===== src/rtl/dmem_access_arbiter.sv =====
// Single owner of the byte-lane data memory port: arbitrates pipeline LSU (P) against a word-only
// DMA/debug master (D), builds byte enables / replicated store data, and extracts + extends loads.
module dmem_access_arbiter #(
  parameter int unsigned STARVE_MAX = 4
) (
  input  logic        clk,
  input  logic        rst_n,
  input  logic        p_req,
  input  logic        p_we,
  input  logic [1:0]  p_size,
  input  logic        p_unsigned,
  input  logic [31:0] p_addr,
  input  logic [31:0] p_wdata,
  output logic        p_gnt,
  output logic        p_rvalid,
  output logic [31:0] p_rdata,
  output logic        p_misalign,
  input  logic        d_req,
  input  logic        d_we,
  input  logic [31:0] d_addr,
  input  logic [31:0] d_wdata,
  output logic        d_gnt,
  output logic        d_rvalid,
  output logic [31:0] d_rdata,
  output logic [31:0] mem_addr,
  output logic [31:0] mem_wdata,
  output logic [3:0]  mem_we,
  input  logic [31:0] mem_rdata
);

  typedef enum logic {S_PIPE, S_DMA} state_t;

  localparam logic [3:0] STARVE_LIM  = 4'(STARVE_MAX);
  localparam logic [3:0] STARVE_LAST = 4'(STARVE_MAX - 1);

  state_t      state, state_nxt;
  logic [3:0]  starve_cnt, starve_nxt;
  logic        d_wait;
  logic        p_mis;
  logic [3:0]  p_be;
  logic [31:0] p_wd;
  logic [7:0]  ld_b;
  logic [15:0] ld_h;
  logic [31:0] p_ld;
  logic        unused_addr_bits;

  assign unused_addr_bits = ^d_addr[1:0];

  // P wins by default; the S_DMA slot hands D priority for exactly one grant.
  always_comb begin
    p_gnt = 1'b0;
    d_gnt = 1'b0;
    if (state == S_DMA) begin
      if (d_req)      d_gnt = 1'b1;
      else if (p_req) p_gnt = 1'b1;
    end else begin
      if (p_req)      p_gnt = 1'b1;
      else if (d_req) d_gnt = 1'b1;
    end
  end

  assign d_wait = d_req & ~d_gnt;

  always_comb begin
    starve_nxt = starve_cnt;
    state_nxt  = state;
    if (!d_wait)
      starve_nxt = '0;
    else if (starve_cnt < STARVE_LIM)
      starve_nxt = starve_cnt + 4'd1;
    case (state)
      S_PIPE:  if (d_wait && starve_cnt == STARVE_LAST) state_nxt = S_DMA;
      S_DMA:   if (d_gnt || !d_req) state_nxt = S_PIPE;
      default: state_nxt = S_PIPE;
    endcase
  end

  always_ff @(posedge clk or negedge rst_n) begin
    if (!rst_n) begin
      state      <= S_PIPE;
      starve_cnt <= '0;
    end else begin
      state      <= state_nxt;
      starve_cnt <= starve_nxt;
    end
  end

  // Byte-lane enables and replicated store data; size 2'b11 behaves as a word.
  always_comb begin
    p_mis = 1'b0;
    p_be  = 4'b0000;
    p_wd  = '0;
    case (p_size)
      2'b00: begin
        p_be = 4'b0001 << p_addr[1:0];
        p_wd = {4{p_wdata[7:0]}};
      end
      2'b01: begin
        p_mis = p_addr[0];
        p_be  = 4'b0011 << {p_addr[1], 1'b0};
        p_wd  = {2{p_wdata[15:0]}};
      end
      default: begin
        p_mis = |p_addr[1:0];
        p_be  = 4'b1111;
        p_wd  = p_wdata;
      end
    endcase
  end

  always_comb begin
    ld_b = mem_rdata[{p_addr[1:0], 3'b000} +: 8];
    ld_h = p_addr[1] ? mem_rdata[31:16] : mem_rdata[15:0];
    case (p_size)
      2'b00:   p_ld = p_unsigned ? {24'b0, ld_b} : {{24{ld_b[7]}}, ld_b};
      2'b01:   p_ld = p_unsigned ? {16'b0, ld_h} : {{16{ld_h[15]}}, ld_h};
      default: p_ld = mem_rdata;
    endcase
  end

  // Misaligned P accesses are granted but never reach the memory write lanes.
  always_comb begin
    mem_addr  = '0;
    mem_wdata = '0;
    mem_we    = 4'b0000;
    if (p_gnt) begin
      mem_addr = p_addr;
      if (p_we && !p_mis) begin
        mem_we    = p_be;
        mem_wdata = p_wd;
      end
    end else if (d_gnt) begin
      mem_addr = {d_addr[31:2], 2'b00};
      if (d_we) begin
        mem_we    = 4'b1111;
        mem_wdata = d_wdata;
      end
    end
  end

  always_ff @(posedge clk or negedge rst_n) begin
    if (!rst_n) begin
      p_rvalid   <= 1'b0;
      p_misalign <= 1'b0;
      p_rdata    <= '0;
      d_rvalid   <= 1'b0;
      d_rdata    <= '0;
    end else begin
      p_rvalid   <= p_gnt;
      p_misalign <= p_gnt & p_mis;
      if (p_gnt)
        p_rdata <= (p_mis || p_we) ? 32'h0 : p_ld;
      d_rvalid <= d_gnt & ~d_we;
      if (d_gnt && !d_we)
        d_rdata <= mem_rdata;
    end
  end

endmodule


===== config.mk =====
export PLATFORM = sky130hd
export DESIGN_NAME = dmem_access_arbiter
export DESIGN_NICKNAME = d
export VERILOG_FILES = /design/src/rtl/dmem_access_arbiter.sv
export SDC_FILE = /design/constraint.sdc
export NUM_CORES = 1
export LEC_CHECK = 0
export BUFFER_PORTS_ARGS = -buffer_cell sky130_fd_sc_hd__clkbuf_2
export CORE_AREA = 5 5 116 118
export DETAILED_ROUTE_END_ITERATION = 12
export DIE_AREA = 0 0 121 123
export HOLD_SLACK_MARGIN = 0.02
export PLACE_DENSITY = 0.75
export SLEW_MARGIN = 20
export SYNTH_ARGS = -nofsm -noshare
export SYNTH_HDL_FRONTEND = slang
export SYNTH_SLANG_ARGS = --single-unit

===== constraint.sdc =====
create_clock -name clk -period 3.7 [get_ports clk]
set_input_delay 0 -clock clk [delete_from_list [all_inputs] [get_ports clk]]
set_output_delay 0 -clock clk [all_outputs]
set_load 0.01 [all_outputs]

==> results.sh <==
export IMPL_dpl_cell_area_um2=5820
export IMPL_grt_max_degree=73
export IMPL_drtPass1Iterations=5
export IMPL_wl_met1_um=6740
export IMPL_maxSlewViolCount=0
export IMPL_fin_area_um2=6440
export IMPL_drtIter0Drc=373
export IMPL_min_path_type="in2reg"
export IMPL_drt_total_wl_um=17100
export IMPL_wl_met2_um=8460
export IMPL_drc=0
export IMPL_min_period_ps=2630
export IMPL_end_kind="output port"
export IMPL_worst_hold_slack_ps=33.5
export IMPL_rsz0062_at_grt="no"
export IMPL_seqCellArea_um2=1800
export IMPL_max_stage_delay_ps=470
export IMPL_highest_layer="met5"
export IMPL_maxCapViolCount=0
export IMPL_fin_cells=898
export IMPL_crit_path_start_kind="flop"
export IMPL_setup_viol=0
export IMPL_grt_overflow=0
export IMPL_dieArea_um2=14900
export IMPL_fin_util_pct=52.1
export IMPL_synth_nets=579
export IMPL_die_y_um=123
export IMPL_layout_setup_ws_ps=1070
export IMPL_cp_buffers_inverters=3
export IMPL_cp_arrival_ps=2630
export IMPL_place_ws_ps=1260
export IMPL_crit_chain="a21bo_2 -> clkinv_4 -> buf_4 -> nand2_1 -> nor2_1 -> a22o_1 -> clkbuf_2"
export IMPL_antenna_found_initial=1
export IMPL_io_pins=306
export IMPL_grt_pass1_wl_um=24900
export IMPL_clk_path_buf_depth=2
export IMPL_async_reset_ff_share_pct=100
export IMPL_synth_edf_count=0
export IMPL_max_slew_margin_pct=24.6
export IMPL_synth_top_cell_area_share_pct=42.7
export IMPL_post_place_cells=851
export IMPL_diodes=0
export IMPL_die_width_um=121
export IMPL_numCtsBuffers=9
export IMPL_power_mw=2.48
export IMPL_port_buffer_count=303
export IMPL_grt_total_usage_pct=21.5
export IMPL_max_freq_mhz=380
export IMPL_wl_met3_um=1590
export IMPL_postCtsResizedCells=0
export IMPL_path_class="reg2out"
export IMPL_fillers=1143
export IMPL_hold_viol_final=0
export IMPL_powerDensity_nw_per_um2=385
export IMPL_gp_congestion=0.891
export IMPL_via_per_inst=5.13
export IMPL_syn_cell_area_um2=4220
export IMPL_ys_seq_area_share_pct=42.7
export IMPL_core_area_um2=12400
export IMPL_fin_nets=892
export IMPL_tightest_slew_ps=1130
export IMPL_cts_setup_buffers=0
export IMPL_ys_seq_elements=72
export IMPL_clk_latency_ps=330
export IMPL_critPathRequiredTime_ps=3700
export IMPL_antenna_left=0
export IMPL_num_vias=4611
export IMPL_syn_inst=409
export IMPL_slowest_stage="nor2_1"
export IMPL_p_leak_nw=3.40
export IMPL_path_max_fanout=37
export IMPL_grt_pass1_vias=4418
export IMPL_yosys_warnings=0
export IMPL_cts_sinks=72
export IMPL_cts_tree="yes"
export IMPL_skew_ps=8.00
export IMPL_ir_drop_uv=302
export IMPL_finalSetupTns_ps=0
export IMPL_htree_levels=3
export IMPL_multi_input_area_um2=2220
export IMPL_root_buffer="clkbuf_16"
export IMPL_fin_crit_sh_pct=71.0
export IMPL_crit_family="compound AO/OA/AOI/OAI gates"
export IMPL_hpwl_um=13100
export IMPL_post_drt_wl_per_cell_um=19.1
export IMPL_synth_area_leader_cell="dfrtp_1"
export IMPL_synth_area_leaders="dfrtp_1 43%, a22o_1 12%, mux2_2 8.8%"
export IMPL_start_util_pct=34.2
export IMPL_status="finished clean"
export IMPL_drive_gt1_share_pct=51.2
export IMPL_synth_distinct_cells=44
export IMPL_clkTransAtPathRegs_ps=60
export IMPL_rows=41
export IMPL_post_synth_cell_area_avg_um2=10.3
export IMPL_area_delta_synth_final_pct=52.6
export IMPL_synth_top_flop_cell="dfrtp_1"
worst reg2reg max path: stages (launching register included):
cell	delay [ps]
dfrtp_1	350
a21bo_2	650
clkinv_4	120
o211a_4	220
and2_0	500
a221o_2	480
timing repair:
action,in CTS,in global routing
hold buffers,32,0
endpoints found under the setup margin,0,0
hold endpoints to repair,126,0
flip-flops by register name (all words and copies together), names as in the netlist:
name / flops
d_rvalid: 1
d_rdata: 32
p_rdata: 32
starve_cnt: 4
state: 1
p_rvalid: 1
p_misalign: 1
layer usage:
layer,vias up,global-route usage [%]
li1,2178,-
met1,2168,27.3
met4,2,6.87
met2,234,35.6
met3,29,6.04
met5,-,0
final timing paths:
| kind | start | endpoint | slack [ps] | depth (start not counted) |
|---|---|---|---|---|
| worst max-delay path | state | mem_wdata[7] | 1070 | 7 |
| worst min-delay path | mem_rdata[7] | d_rdata[7] | 30 | 2 |
| worst max register to register | state | p_rdata[21] | 1270 | 5 |
| worst min register to register | starve_cnt[3] | state | 500 | 1 |
| max in group asynchronous | rst_n | p_rdata[12] | 2730 | 2 |
| min in group asynchronous | rst_n | d_rdata[20] | 390 | 2 |
cell usage after synthesis, drive strengths merged (2+ instances only):
cell type,count
a211oi,3
nor2,23
a21oi,11
mux2,33
nand2b,9
a221o,16
a22o,59
and2,5
a32oi,7
nor4b,2
mux2i,19
nand3,7
nand2,30
nor2b,7
buf,13
dfrtp,72
o21ai,31
nand3b,3
clkbuf,25
a22oi,15
inv,5
power by group:
| part | leakage (nW) | switching, mW | internal [mW] | total, mW |
|---|---|---|---|---|
| clock | 0.149 | 0.309 | 0.584 | 0.894 |
| combinational | 2.33 | 0.345 | 0.317 | 0.661 |
| sequential | 0.920 | 0.0464 | 0.880 | 0.926 |
| total | 3.40 | 0.700 | 1.78 | 2.48 |
placed cells by master, fill, tap and decap left out, types with 2 or more instances in the layout:
master,netlist,layout
dfrtp_1,72,72
clkbuf_16,0,9
a22o_1,59,59
clkbuf_2,1,302
buf_4,1,6
a211oi_1,3,3
o21ai_0,31,31
nand2_1,30,30
dlygate4sd3_1,0,32
clkbuf_1,24,2
a221o_2,10,10
nor2_1,22,22
nand3_1,7,7
a221o_1,6,6
nand2b_1,9,8
a22oi_1,14,14
mux2i_1,19,19
a21oi_1,11,11
clkinv_2,0,2
and2_1,4,4
bufinv_16,0,2
nand3b_1,3,3
a32oi_1,7,7
inv_1,5,5
mux2_2,33,33
nor2b_1,7,7
area by class of cell:
cell class | count | area share (%)
clock buffers | 11 | 3.61
clock inverters | 4 | 1.09
inverters | 6 | 0.427
multi-input cells | 293 | 34.4
flip-flops and latches | 72 | 28.0
well taps | 172 | 3.34
repair buffers | 340 | 29.1
cell families after synthesis:
logic type,Yosys count,share of synthesized area [%]
buffers and inverters,44,4.86
adders and majority gates,1,0.296
and+or+nand+nor,91,10.9
DFF,72,42.7
AOI/OAI and AO/OA,147,27.2
muxes,53,13.8
xor gates and xnor gates,1,0.207
Note: power is estimated with default switching activity, not from simulation.
